==> src/rtl/yuv422_pkg.sv <==
// Shared constants and pixel type for the 720->640 YUV 4:2:2 horizontal decimator.
package yuv422_pkg;
    localparam int          TV_IN_WIDTH    = 720;
    localparam int          VGA_OUT_WIDTH  = 640;
    localparam logic [7:0]  CHROMA_NEUTRAL = 8'h80;
    localparam int          X_W            = 10;

    typedef struct packed {
        logic [7:0] y;
        logic [7:0] c;
    } ycbcr_t;
endpackage

==> src/rtl/yuv422_chroma_realign.sv <==
// Keeps the last Cb and Cr seen on the line and substitutes one of them whenever
// the output slot wants the other chroma type than the input pixel carries.
module yuv422_chroma_realign
    import yuv422_pkg::*;
(
    input  logic       i_clk,
    input  logic       i_rst,
    input  logic       i_valid,
    input  logic       i_restart,
    input  logic       i_in_odd,
    input  logic       i_out_odd,
    input  logic [7:0] i_c,
    output logic [7:0] o_c
);
    logic [7:0] r_cb;
    logic [7:0] r_cr;
    logic [7:0] w_cb;
    logic [7:0] w_cr;

    // A restarting line sees neutral chroma, not leftovers from the previous line.
    assign w_cb = i_restart ? CHROMA_NEUTRAL : r_cb;
    assign w_cr = i_restart ? CHROMA_NEUTRAL : r_cr;

    always_comb begin
        o_c = i_c;
        if (i_in_odd != i_out_odd) begin
            o_c = i_out_odd ? w_cr : w_cb;
        end
    end

    always_ff @(posedge i_clk or posedge i_rst) begin
        if (i_rst) begin
            r_cb <= CHROMA_NEUTRAL;
            r_cr <= CHROMA_NEUTRAL;
        end else if (i_valid) begin
            if (i_in_odd) begin
                r_cr <= i_c;
                r_cb <= w_cb;
            end else begin
                r_cb <= i_c;
                r_cr <= w_cr;
            end
        end
    end
endmodule

==> src/rtl/yuv422_hdecim.sv <==
// Horizontal 720->640 decimator: drops one pixel in DROP_PERIOD and keeps the Cb/Cr
// alternation legal. Define YUV422_HDECIM_AVG_EN to blend each dropped Y into its predecessor.
module yuv422_hdecim
    import yuv422_pkg::*;
#(
    parameter int IN_WIDTH    = TV_IN_WIDTH,
    parameter int DROP_PERIOD = 9,
    parameter int OUT_WIDTH   = VGA_OUT_WIDTH
)
(
    input  logic            iCLK,
    input  logic            iRST,
    input  logic            iSOL,
    input  logic            iDVAL,
    input  logic [15:0]     iYCbCr,
    output logic [15:0]     oYCbCr,
    output logic            oDVAL,
    output logic [X_W-1:0]  oX,
    output logic            oLINE_DONE
);
    localparam logic [X_W-1:0] IN_LIM    = X_W'(IN_WIDTH);
    localparam logic [X_W-1:0] DROP_LAST = X_W'(DROP_PERIOD - 1);
    localparam logic [X_W-1:0] OUT_LAST  = X_W'(OUT_WIDTH - 1);

    logic           r_sol_pend;
    logic [X_W-1:0] r_in_x;
    logic [X_W-1:0] r_phase;
    logic [X_W-1:0] r_out_x;

    logic           w_restart;
    logic [X_W-1:0] w_in_x;
    logic [X_W-1:0] w_phase;
    logic [X_W-1:0] w_out_x;
    logic           w_acc;
    logic           w_drop;
    logic           w_keep;
    logic [7:0]     w_c;
    ycbcr_t         w_pix;

    assign w_pix     = iYCbCr;
    assign w_restart = iDVAL && (iSOL || r_sol_pend);
    assign w_in_x    = w_restart ? '0 : r_in_x;
    assign w_phase   = w_restart ? '0 : r_phase;
    assign w_out_x   = w_restart ? '0 : r_out_x;
    assign w_acc     = iDVAL && (w_in_x < IN_LIM);
    assign w_drop    = (w_phase == DROP_LAST);
    assign w_keep    = w_acc && !w_drop;

    yuv422_chroma_realign u_realign (
        .i_clk     (iCLK),
        .i_rst     (iRST),
        .i_valid   (w_acc),
        .i_restart (w_restart),
        .i_in_odd  (w_in_x[0]),
        .i_out_odd (w_out_x[0]),
        .i_c       (w_pix.c),
        .o_c       (w_c)
    );

    always_ff @(posedge iCLK or posedge iRST) begin
        if (iRST) begin
            r_sol_pend <= 1'b0;
            r_in_x     <= '0;
            r_phase    <= '0;
            r_out_x    <= '0;
        end else begin
            if (iDVAL) begin
                r_sol_pend <= 1'b0;
            end else if (iSOL) begin
                r_sol_pend <= 1'b1;
            end
            if (w_acc) begin
                r_in_x  <= w_in_x + X_W'(1);
                r_phase <= w_drop ? '0 : w_phase + X_W'(1);
                if (w_keep && (w_out_x != OUT_LAST)) begin
                    r_out_x <= w_out_x + X_W'(1);
                end else begin
                    r_out_x <= w_out_x;
                end
            end
        end
    end

`ifdef YUV422_HDECIM_AVG_EN
    logic           r_hold_v;
    ycbcr_t         r_hold;
    logic [X_W-1:0] r_hold_x;
    logic           w_flush;
    logic [8:0]     w_sum;

    // The held pixel leaves on the next valid input, a line start, or end of active input.
    assign w_flush = r_hold_v && (w_acc || iSOL || (r_in_x >= IN_LIM));
    assign w_sum   = {1'b0, r_hold.y} + {1'b0, w_pix.y} + 9'd1;

    always_ff @(posedge iCLK or posedge iRST) begin
        if (iRST) begin
            oYCbCr     <= '0;
            oDVAL      <= 1'b0;
            oX         <= '0;
            oLINE_DONE <= 1'b0;
            r_hold_v   <= 1'b0;
            r_hold     <= '0;
            r_hold_x   <= '0;
        end else begin
            oDVAL      <= w_flush;
            oLINE_DONE <= w_flush && (r_hold_x == OUT_LAST);
            if (w_flush) begin
                oYCbCr <= {((w_acc && w_drop) ? w_sum[8:1] : r_hold.y), r_hold.c};
                oX     <= r_hold_x;
            end
            if (w_keep) begin
                r_hold_v <= 1'b1;
                r_hold   <= {w_pix.y, w_c};
                r_hold_x <= w_out_x;
            end else if (w_flush) begin
                r_hold_v <= 1'b0;
            end
        end
    end
`else
    always_ff @(posedge iCLK or posedge iRST) begin
        if (iRST) begin
            oYCbCr     <= '0;
            oDVAL      <= 1'b0;
            oX         <= '0;
            oLINE_DONE <= 1'b0;
        end else begin
            oDVAL      <= w_keep;
            oLINE_DONE <= w_keep && (w_out_x == OUT_LAST);
            if (w_keep) begin
                oYCbCr <= {w_pix.y, w_c};
                oX     <= w_out_x;
            end
        end
    end
`endif
endmodule

==> config.mk <==
export PLATFORM = sky130hd
export DESIGN_NAME = yuv422_hdecim
export DESIGN_NICKNAME = d
export VERILOG_FILES = /design/src/rtl/yuv422_pkg.sv /design/src/rtl/yuv422_chroma_realign.sv /design/src/rtl/yuv422_hdecim.sv
export SDC_FILE = /design/constraint.sdc
export NUM_CORES = 1
export LEC_CHECK = 0
export ABC_AREA = 1
export BUFFER_PORTS_ARGS = -buffer_cell sky130_fd_sc_hd__buf_2
export CORE_MARGIN = 2
export CORE_UTILIZATION = 58
export DETAILED_ROUTE_END_ITERATION = 8
export HOLD_SLACK_MARGIN = 0.03
export PLACE_DENSITY_LB_ADDON = 0.12
export SYNTH_ARGS = -nofsm -noshare
export SYNTH_HDL_FRONTEND = slang
export SYNTH_SLANG_ARGS = --single-unit
==> constraint.sdc <==
create_clock -name iCLK -period 3.2 [get_ports iCLK]
set_input_delay 0.64 -clock iCLK [delete_from_list [all_inputs] [get_ports iCLK]]
set_output_delay 0.64 -clock iCLK [all_outputs]
set_load 0.05 [all_outputs]
==> results of run 1 <==
## synthesized netlist by cell type, types with 2 or more instances
| cell | n | area, um^2 |
|---|---|---|
| a21oi_1 | 2 | 10.0 |
| buf_4 | 8 | 60.1 |
| o22ai_1 | 2 | 12.5 |
| nand2_1 | 217 | 815 |
| nand4_1 | 5 | 31.3 |
| ha_1 | 4 | 50.1 |
| o21ai_2 | 2 | 17.5 |
| nand3_1 | 45 | 225 |
| dfrtp_1 | 73 | 1830 |
| nor2_1 | 34 | 128 |
| nor2_4 | 7 | 78.8 |
| xnor2_1 | 5 | 43.8 |
| o21ai_1 | 6 | 30.0 |
| nor2_2 | 5 | 31.3 |
| nand3_2 | 2 | 20.0 |
| xor2_1 | 4 | 35.0 |
| dfstp_2 | 2 | 52.6 |
| buf_2 | 7 | 35.0 |
| inv_1 | 42 | 158 |
| o21ai_0 | 39 | 195 |
| buf_6 | 5 | 56.3 |
| nand3b_1 | 3 | 22.5 |
## cells by family (layout without fill, tap and decap cells)
group                      count (synthesis)  after routing  synth area share, %
DFF                                       75             75                 46.0
AOI/OAI and AO/OA                         54             54                 7.25
adders and majority gates                  4              4                 1.22
buffers and inverters                     67            116                 8.17
xor gates and xnor gates                   9              9                 1.93
and+or+nand+nor                          326            326                 35.4
## state kept, by name, summed over array words and instances (netlist names)
| register | count |
|---|---|
| oYCbCr | 16 |
| oX | 10 |
| r_in_x | 10 |
| r_out_x | 10 |
| r_phase | 10 |
| u_realign.r_cb | 8 |
| u_realign.r_cr | 8 |
| oDVAL | 1 |
| oLINE_DONE | 1 |
| r_sol_pend | 1 |
## routing by layer
metal	share of wire, %	vias up
li1	-	1773
met1	46	1623
met2	48	93
met3	4.7	9
met4	1.1	0
met5	0	-
## power breakdown
part | internal [mW] | switching, mW | leakage, nW
clock | 0.468 | 0.377 | 0.117
sequential | 1.05 | 0.0693 | 0.980
combinational | 0.165 | 0.433 | 1.32
total | 1.69 | 0.879 | 2.42
## stage by stage
stage | std cells | instance area (um^2) | power (mW) | hold WS [ns] | utilization (%)
2_1_floorplan | 535 | 4090 | 1.60 | 0.453 | -
3_3_place_gp | 664 | 4370 | 1.72 | 0.448 | 64.3
3_5_place_dp | 664 | 4370 | 1.74 | 0.453 | 64.3
4_1_cts | 680 | 4600 | 2.58 | 0.323 | 67.7
5_1_grt | 680 | 4600 | 2.71 | 0.336 | 67.7
6_report | 680 | 4600 | 2.56 | 0.314 | 67.7
## worst min path at each step
stage	slack [ns]	cells after the start	end
floorplan	0.45	2	u_realign.r_cb[7]$_DFFE_PP1P_
global placement	0.45	2	oX[2]$_DFFE_PP0P_
detailed placement	0.45	2	oX[9]$_DFFE_PP0P_
CTS	0.32	2	oX[3]$_DFFE_PP0P_
global route	0.34	2	oYCbCr[9]$_DFFE_PP0P_
finish	0.31	2	oX[1]$_DFFE_PP0P_
## final cells by class
cell class | count | share of cell area, %
clock buffers | 10 | 2.99
clock inverters | 6 | 2.07
inverters | 45 | 3.78
multi-input cells | 393 | 40.7
flip-flops and latches | 75 | 40.8
well taps | 96 | 2.61
repair buffers | 55 | 6.96
==> run_results.csv, run 1 <==
group,metric,value,unit
outcome,outcome,"completed",
clock_network,cts_tree,"built",
grt,top_usage_layer,"met2",
clock_network,clk_latency,0.36,ns
sta,fin_skew,0.0119,ns
sta,fin_setup_tns,0,ns
cells_and_area,final_common_cell,"nand2_1",
sta,fmax,429,MHz
route,drc_errors,0,
placed_design,dp_hpwl,5.84,mm
setup_path,reg2reg_depth,11,
setup_path,end_kind,"register",
placed_design,place_ws,0.526,ns
cells_and_area,final_cell_mix,"nand2_1 (217), dfrtp_1 (73), buf_2 (47)",
clock_network,cts_hold_buf,0,
setup_path,critPathTopFamily,"simple AND/OR/NAND/NOR gates",
cells_and_area,layout-drive-gt1-share,17.1,%
cells_and_area,nNetsFinal,603,
grt,track_usage,24.3,%
setup_path,endpoint,"r_out_x[7]$_DFFE_PP0P_",
min_path,min_path_type,"input port to asynchronous set/reset pin",
die,core,0.00679,mm^2
sta,fin_crit_sh,72.8,%
clock_network,htree_num_levels,3,
grt,grtUsageMet3,6.22,%
sta,post-route-min-period,2.33,ns
clock_network,post_cts_buffers,0,
cells_and_area,antennaDiodeCount,0,
setup_path,worstPathMaxFanout,11,
cells_and_area,regArea,0.00188,mm^2
grt,grt_max_degree,53,
clock_network,cts-root-buf,"clkbuf_8",
grt,overflow,0,
cells_and_area,multi_input_area,0.00187,mm^2
cells_and_area,area_growth_syn_to_layout,12.5,%
setup_path,cp-start-kind,"register",
synthesis,avgSynthCellArea,7.64,um^2
synthesis,synth.distinct_cells,38,
setup_path,crit_buf_inv,3,
route,finalWirelength,8.65,mm
setup_path,critPathRequiredTime,3.45,ns
route,wl_per_cell,12.7,um
route,via_per_inst,5.14,
route,ant_nets,0,
clock_network,clk_pin_slew,0.08,ns
placed_design,gp_congestion,0.878,
clock_network,clock_path_buffers,2,
route,drt_iter0_markers,147,
synthesis,synth-seq-cells,75,
clock_network,cts_buffers,9,
grt,grt_first_pass_wirelength,14.4,mm
synthesis,async_flop_share,100,%
sta,max_slew.worst_pin.slew,0.711,ns
die,die-area,0.00774,mm^2
setup_path,crit_start,"r_out_x[0]$_DFFE_PP0P_",
grt,antenna_found_initial,0,
synthesis,yosysWarnings,0,
clock_network,cts_resized,0,
clock_network,clock_sinks,75,
synthesis,netlist_area,0.00409,mm^2
setup_path,crit_slowest_cell,"dfrtp_1",
setup_path,crit_arrival,2.58,ns
synthesis,netlist_instances,535,
route,num_vias,3498,
setup_path,path_class,"register to register",
grt,grt_pass1_vias,3104,
setup_path,cp_slowest_stage_delay,0.56,ns
synthesis,synth_ff_type,"dfrtp_1",
run,cap_violations,0,
setup_path,r2r_end,"r_out_x[7]$_DFFE_PP0P_",
route,first_pass_iters,4,
sta,hold_violations,0,
setup_path,worstSetupPathDepth,11,
setup_path,path_cells,"inv_1, nor2_4, ha_1, nand2_1, inv_1, nand3_2, nor2_2, nand3_1, buf_4, nand3_1, nand2_1",
die,io_pins,48,
power,leakage,2.42,nW
die,start_util,60.2,%
die,row_count,30,
sta,relSlewSlack,52.2,%
grt,met2_usage,39.8,%
synthesis,synth_nets,559,
sta,timing_max_transition_violations_final,0,
placed_design,io_buffer_count,47,
die,chipHeight,88.0,um
setup_path,r2r_start,"r_out_x[0]$_DFFE_PP0P_",
power,max-vdd-ir-drop,0.000291,V
sta,setup_viol_count_final,0,
setup_path,rrSetupSlack,0.87,ns
grt,met1_usage,31.8,%
sta,rsz0062_at_grt,"false",
power,p_per_area,557,mW/mm^2
cells_and_area,fill_cells,579,
die,die_w,88.0,um
sta,fin_ws,0.869,ns
synthesis,seq_area_frac_synth,46.0,%
synthesis,synth_edf_count,0,
Power figures use the tool's default switching activity.
==> inputs of run 2 (changes only) <==
Clock period 3.2 ns to 2.3 ns, I/O delays scaled along.
==> run_results.csv, run 2 (same netlist as run 1, synthesis figures left out) <==
group,metric,value,unit
clock_network,clk_pin_slew,0.08,ns
setup_path,crit_slowest_cell,"dfrtp_2",
setup_path,cp_slowest_stage_delay,0.46,ns
route,first_pass_iters,5,
sta,hold_violations,0,
cells_and_area,final_common_cell,"nand2_1",
clock_network,cts_tree,"built",
cells_and_area,largest_register_ffs,16,
die,row_count,30,
sta,fmax,466,MHz
placed_design,dp.cells,683,
grt,overflow,0,
route,num_vias,3631,
sta,max_slew.worst_pin.slew,0.693,ns
route,ant_nets,0,
setup_path,cp_common_cell,"nand2_1",
cells_and_area,antennaDiodeCount,0,
grt,track_usage,25.7,%
placed_design,dp_hpwl,6.30,mm
placed_design,gp_congestion,0.919,
setup_path,worstPathMaxFanout,20,
grt,antenna_found_initial,0,
clock_network,cts_hold_buf,0,
route,wl_per_cell,13.2,um
clock_network,htree_num_levels,3,
die,chipHeight,88.0,um
sta,rsz0062_at_grt,"false",
cells_and_area,final_cells,702,
run,cap_violations,0,
clock_network,clock_path_buffers,2,
cells_and_area,area_growth_syn_to_layout,17.8,%
setup_path,crit_arrival,2.44,ns
power,p_per_area,761,mW/mm^2
clock_network,cts-root-buf,"clkbuf_8",
route,drt_iter0_markers,212,
sta,setup_viol_count_final,0,
setup_path,path_class,"register to register",
outcome,outcome,"completed",
min_path,min_path_type,"input port to asynchronous set/reset pin",
setup_path,rrSetupSlack,0.15,ns
setup_path,cp-start-kind,"register",
sta,fin_skew,0.00989,ns
sta,fin_crit_sh,93.3,%
route,drc_errors,0,
sta,fin_setup_tns,0,ns
die,die-area,0.00774,mm^2
sta,post-route-min-period,2.15,ns
power,max-vdd-ir-drop,0.000356,V
clock_network,cts_buffers,9,
setup_path,critPathRequiredTime,2.59,ns
placed_design,place_ws,-0.177,ns
power,leakage,2.53,nW
cells_and_area,fill_cells,540,
die,core,0.00679,mm^2
cells_and_area,largest-register,"oYCbCr",
sta,hold_slack,0.135,ns
grt,grt_first_pass_wirelength,15.4,mm
setup_path,end_kind,"register",
grt,grt_max_degree,41,
sta,timing_max_transition_violations_final,0,
placed_design,io_buffer_count,47,
cells_and_area,layout-drive-gt1-share,20.8,%
die,io_pins,48,
clock_network,clock_sinks,75,
grt,grt_pass1_vias,3297,
clock_network,clk_latency,0.36,ns
route,via_per_inst,5.17,
sta,relSlewSlack,53.4,%
setup_path,path_cells,"nor2_4, nor2_8, nor2_1, inv_1, ha_1, nand2_1, nor2_1, nand2_1, nor2_2, nor2_4, nand3_1, nand2_1",
sta,fin_ws,0.155,ns
cells_and_area,final_cell_mix,"nand2_1 (217), dfrtp_1 (72), buf_2 (47)",
die,start_util,60.2,%
cells_and_area,nNetsFinal,625,
route,finalWirelength,9.27,mm
die,die_w,88.0,um
[run 2: cell count changes in the layout (fill, tap and decap cells not counted), sizes merged]
cell,before,now
buf,55,76
clkinvlp,0,1
inv,46,45
nor2,47,48
[run 2: repair_timing]
item	4_1_cts	5_1_grt
cloned	0	1
resized for setup	1	7
endpoints found under the setup margin	28	41
pin swaps	1	4
buffers inserted	0	2
[run 2: critical path: cells and delay by family (launching register included)]
kind,cells,cell delay [ns]
flops,1,0.46
fa+ha+maj,1,0.20
buf+inv,1,0.06
simple gates,10,1.36
[run 2: layout make-up]
cell class / count / area [um^2] / area share (%)
well taps: 96 / 120 / 2.49
inverters: 45 / 178 / 3.69
flip-flops and latches: 75 / 1880 / 39.1
multi-input cells: 394 / 1910 / 39.7
repair buffers: 76 / 494 / 10.3
clock buffers: 10 / 138 / 2.86
clock inverters: 6 / 95.1 / 1.98
[run 2: final timing paths]
check	start	to	depth (start not counted)
worst max-delay path	r_sol_pend$_DFFE_PP0P_	r_out_x[2]$_DFFE_PP0P_	12
worst min-delay path	iRST	oLINE_DONE$_DFF_PP0_	2
worst max register to register	r_sol_pend$_DFFE_PP0P_	r_out_x[2]$_DFFE_PP0P_	12
worst min register to register	oX[5]$_DFFE_PP0P_	oX[5]$_DFFE_PP0P_	2
max in group asynchronous	iRST	r_sol_pend$_DFFE_PP0P_	3
min in group iCLK	iYCbCr[15]	oYCbCr[15]$_DFFE_PP0P_	3
[run 2: stage by stage]
step	utilization (%)	instance area (um^2)	total power, mW
after floorplan	-	4090	2.22
after global placement	66.6	4530	2.45
after detailed placement	66.6	4530	2.47
after CTS	70.1	4760	3.66
after global routing	70.9	4810	3.86
final	70.9	4810	3.66
[run 2: per-layer routing]
layer / GRT usage [%] / vias up / share of wire (%)
li1: - / 1815 / -
met1: 36.6 / 1701 / 47
met2: 39.6 / 102 / 46
met3: 5.84 / 13 / 5.7
met4: 7.13 / 0 / 1.3
met5: 0 / - / 0
[run 2: report_power, final]
| group | internal, mW | switching [mW] |
|---|---|---|
| sequential | 1.46 | 0.0870 |
| combinational | 0.283 | 0.639 |
| clock | 0.652 | 0.539 |
| total | 2.40 | 1.26 |
==> inputs of run 3 (changes only) <==
Settings changed: BUFFER_PORTS_ARGS -buffer_cell sky130_fd_sc_hd__buf_2 to default, CORE_UTILIZATION 58 to 60, DONT_BUFFER_PORTS from default to 1.
==> run_results.csv, run 3 (same netlist as run 1, synthesis figures left out) <==
group,metric,value,unit
placed_design,place_ws,-0.0679,ns
route,maxUsedRoutingLayer,"met4",
power,intPower,2.07,mW
placed_design,dp_hpwl,6.04,mm
route,drt_iter0_markers,218,
clock_network,cts_tree,"built",
route,via_per_inst,5.50,
grt,track_usage,24.9,%
setup_path,path_class,"register to register",
route,first_pass_iters,5,
sta,fmax,463,MHz
power,p_per_area,750,mW/mm^2
cells_and_area,area_growth_syn_to_layout,8.02,%
sta,timing_max_transition_violations_final,0,
cells_and_area,largest-register,"oYCbCr",
die,io_pins,48,
setup_path,critPathRequiredTime,2.54,ns
cells_and_area,layout-drive-gt1-share,12.0,%
cells_and_area,final_common_cell,"nand2_1",
sta,fin_crit_sh,93.9,%
sta,hold_slack,0.174,ns
grt,overflow,0,
placed_design,placedInstanceArea,0.00417,mm^2
cells_and_area,final_util,66.1,%
clock_network,clock_sinks,75,
run,cap_violations,0,
sta,post-route-min-period,2.16,ns
cells_and_area,antennaDiodeCount,0,
setup_path,worstPathMaxFanout,14,
clock_network,htree_num_levels,3,
route,finalWirelength,8.95,mm
placed_design,gp_congestion,0.946,
clock_network,cts-root-buf,"clkbuf_8",
die,core,0.00668,mm^2
cells_and_area,nNetsFinal,569,
route,wl_met3,492,um
setup_path,cp-start-kind,"register",
grt,antenna_found_initial,0,
clock_network,clock_path_buffers,2,
outcome,outcome,"completed",
setup_path,crit_arrival,2.40,ns
power,p_sw,1.24,mW
cells_and_area,stdcell_area,0.00442,mm^2
setup_path,end_kind,"register",
power,comb_power_share,17.4,%
route,wl_per_cell,14.2,um
cells_and_area,final_cell_mix,"nand2_1 (217), dfrtp_1 (73), nand3_1 (44)",
route,num_vias,3467,
placed_design,dp.cells,610,
route,ant_nets,0,
sta,hold_violations,0,
sta,setup_viol_count_final,0,
die,die_w,86.5,um
grt,grt_pass1_vias,3180,
route,drc_errors,0,
route,wl_met1,4.07,mm
sta,fin_ws,0.139,ns
route,wl_met2,4.26,mm
min_path,min_path_type,"input port to register",
sta,max_slew.worst_pin.slew,0.764,ns
placed_design,io_buffer_count,0,
power,leakage,2.24,nW
power,power.total,3.31,mW
clock_network,cts_buffers,9,
power,max-vdd-ir-drop,0.000409,V
power,seq_power_share,53.7,%
grt,grt_first_pass_wirelength,14.7,mm
clock_network,clk_latency,0.35,ns
grt,grt_max_degree,42,
power,clkPwrFrac,28.9,%
cells_and_area,final_cells,630,
cells_and_area,largest_register_ffs,16,
die,row_count,30,
power,switching_share,37.3,%
sta,fin_setup_tns,0,ns
die,chipHeight,86.5,um
sta,rsz0062_at_grt,"true",
sta,fin_skew,0.0116,ns
die,start_util,61.2,%
sta,relSlewSlack,48.7,%
die,die-area,0.00749,mm^2
clock_network,clk_pin_slew,0.09,ns
==> run 3: cell count changes in the layout (fill, tap and decap cells not counted), moves of 2 or more <==
cell	previous run	this run
buf_2	47	0
buf_4	25	17
clkinvlp_4	1	3
bufinv_16	2	0
clkinv_4	2	0
==> run 3: what timing repair did <==
| action | in CTS | in global routing |
|---|---|---|
| hold endpoints to repair | 7 | 0 |
| gates resized for setup | 0 | 3 |
| hold buffers | 1 | 0 |
| cloned | 1 | 0 |
| setup endpoints to repair | 28 | 29 |
| pin swaps | 1 | 1 |
| buffers inserted | 0 | 2 |
==> run 3: critical path: stages (launching register included) <==
cell and delay (ns):
dfrtp_1 0.46, nor2_4 0.18, nor2_8 0.09, nor2_4 0.17, ha_1 0.22, nand2_1 0.06
inv_1 0.06, nand3_2 0.10, nor2_2 0.20, nand3_2 0.13, buf_4 0.21, nand3_1 0.09
nand2_1 0.07
==> run 3: worst paths after layout <==
check	startpoint	end	slack (ns)	cells past startpoint
hold / removal	iDVAL	r_sol_pend$_DFFE_PP0P_	0.17	1
hold reg to reg	u_realign.r_cb[7]$_DFFE_PP1P_	u_realign.r_cb[7]$_DFFE_PP1P_	0.48	2
setup / recovery	r_sol_pend$_DFFE_PP0P_	r_out_x[0]$_DFFE_PP0P_	0.14	12
max in group asynchronous	iRST	u_realign.r_cr[7]$_DFFE_PP1P_	1.14	3
setup reg to reg	r_sol_pend$_DFFE_PP0P_	r_out_x[0]$_DFFE_PP0P_	0.14	12
min in group asynchronous	iRST	oYCbCr[15]$_DFFE_PP0P_	0.51	2
==> run 3: final cells by class <==
class,instances,area [um^2]
Sequential cell,75,1880
Clock inverter,7,57.6
Fill cell,613,2270
Multi-Input combinational cell,394,1900
Inverter,45,178
Timing Repair Buffer,20,178
Clock buffer,9,124
Tap cell,80,100
==> run 3: routing by layer <==
| metal | vias to the layer above | global-route usage, % |
|---|---|---|
| li1 | 1699 | - |
| met1 | 1654 | 34.6 |
| met2 | 102 | 39.8 |
| met3 | 12 | 4.95 |
| met4 | 0 | 7.10 |
| met5 | - | 0 |
==> run 3: power groups by stage <==
stage	Clock (mW)	Sequential (mW)	Combinational, mW
6_report	0.956	1.78	0.577
4_1_cts	0.977	1.78	0.569
2_1_floorplan	0	1.77	0.452
3_5_place_dp	0	1.80	0.562
5_1_grt	1.04	1.80	0.657
3_3_place_gp	0	1.80	0.545
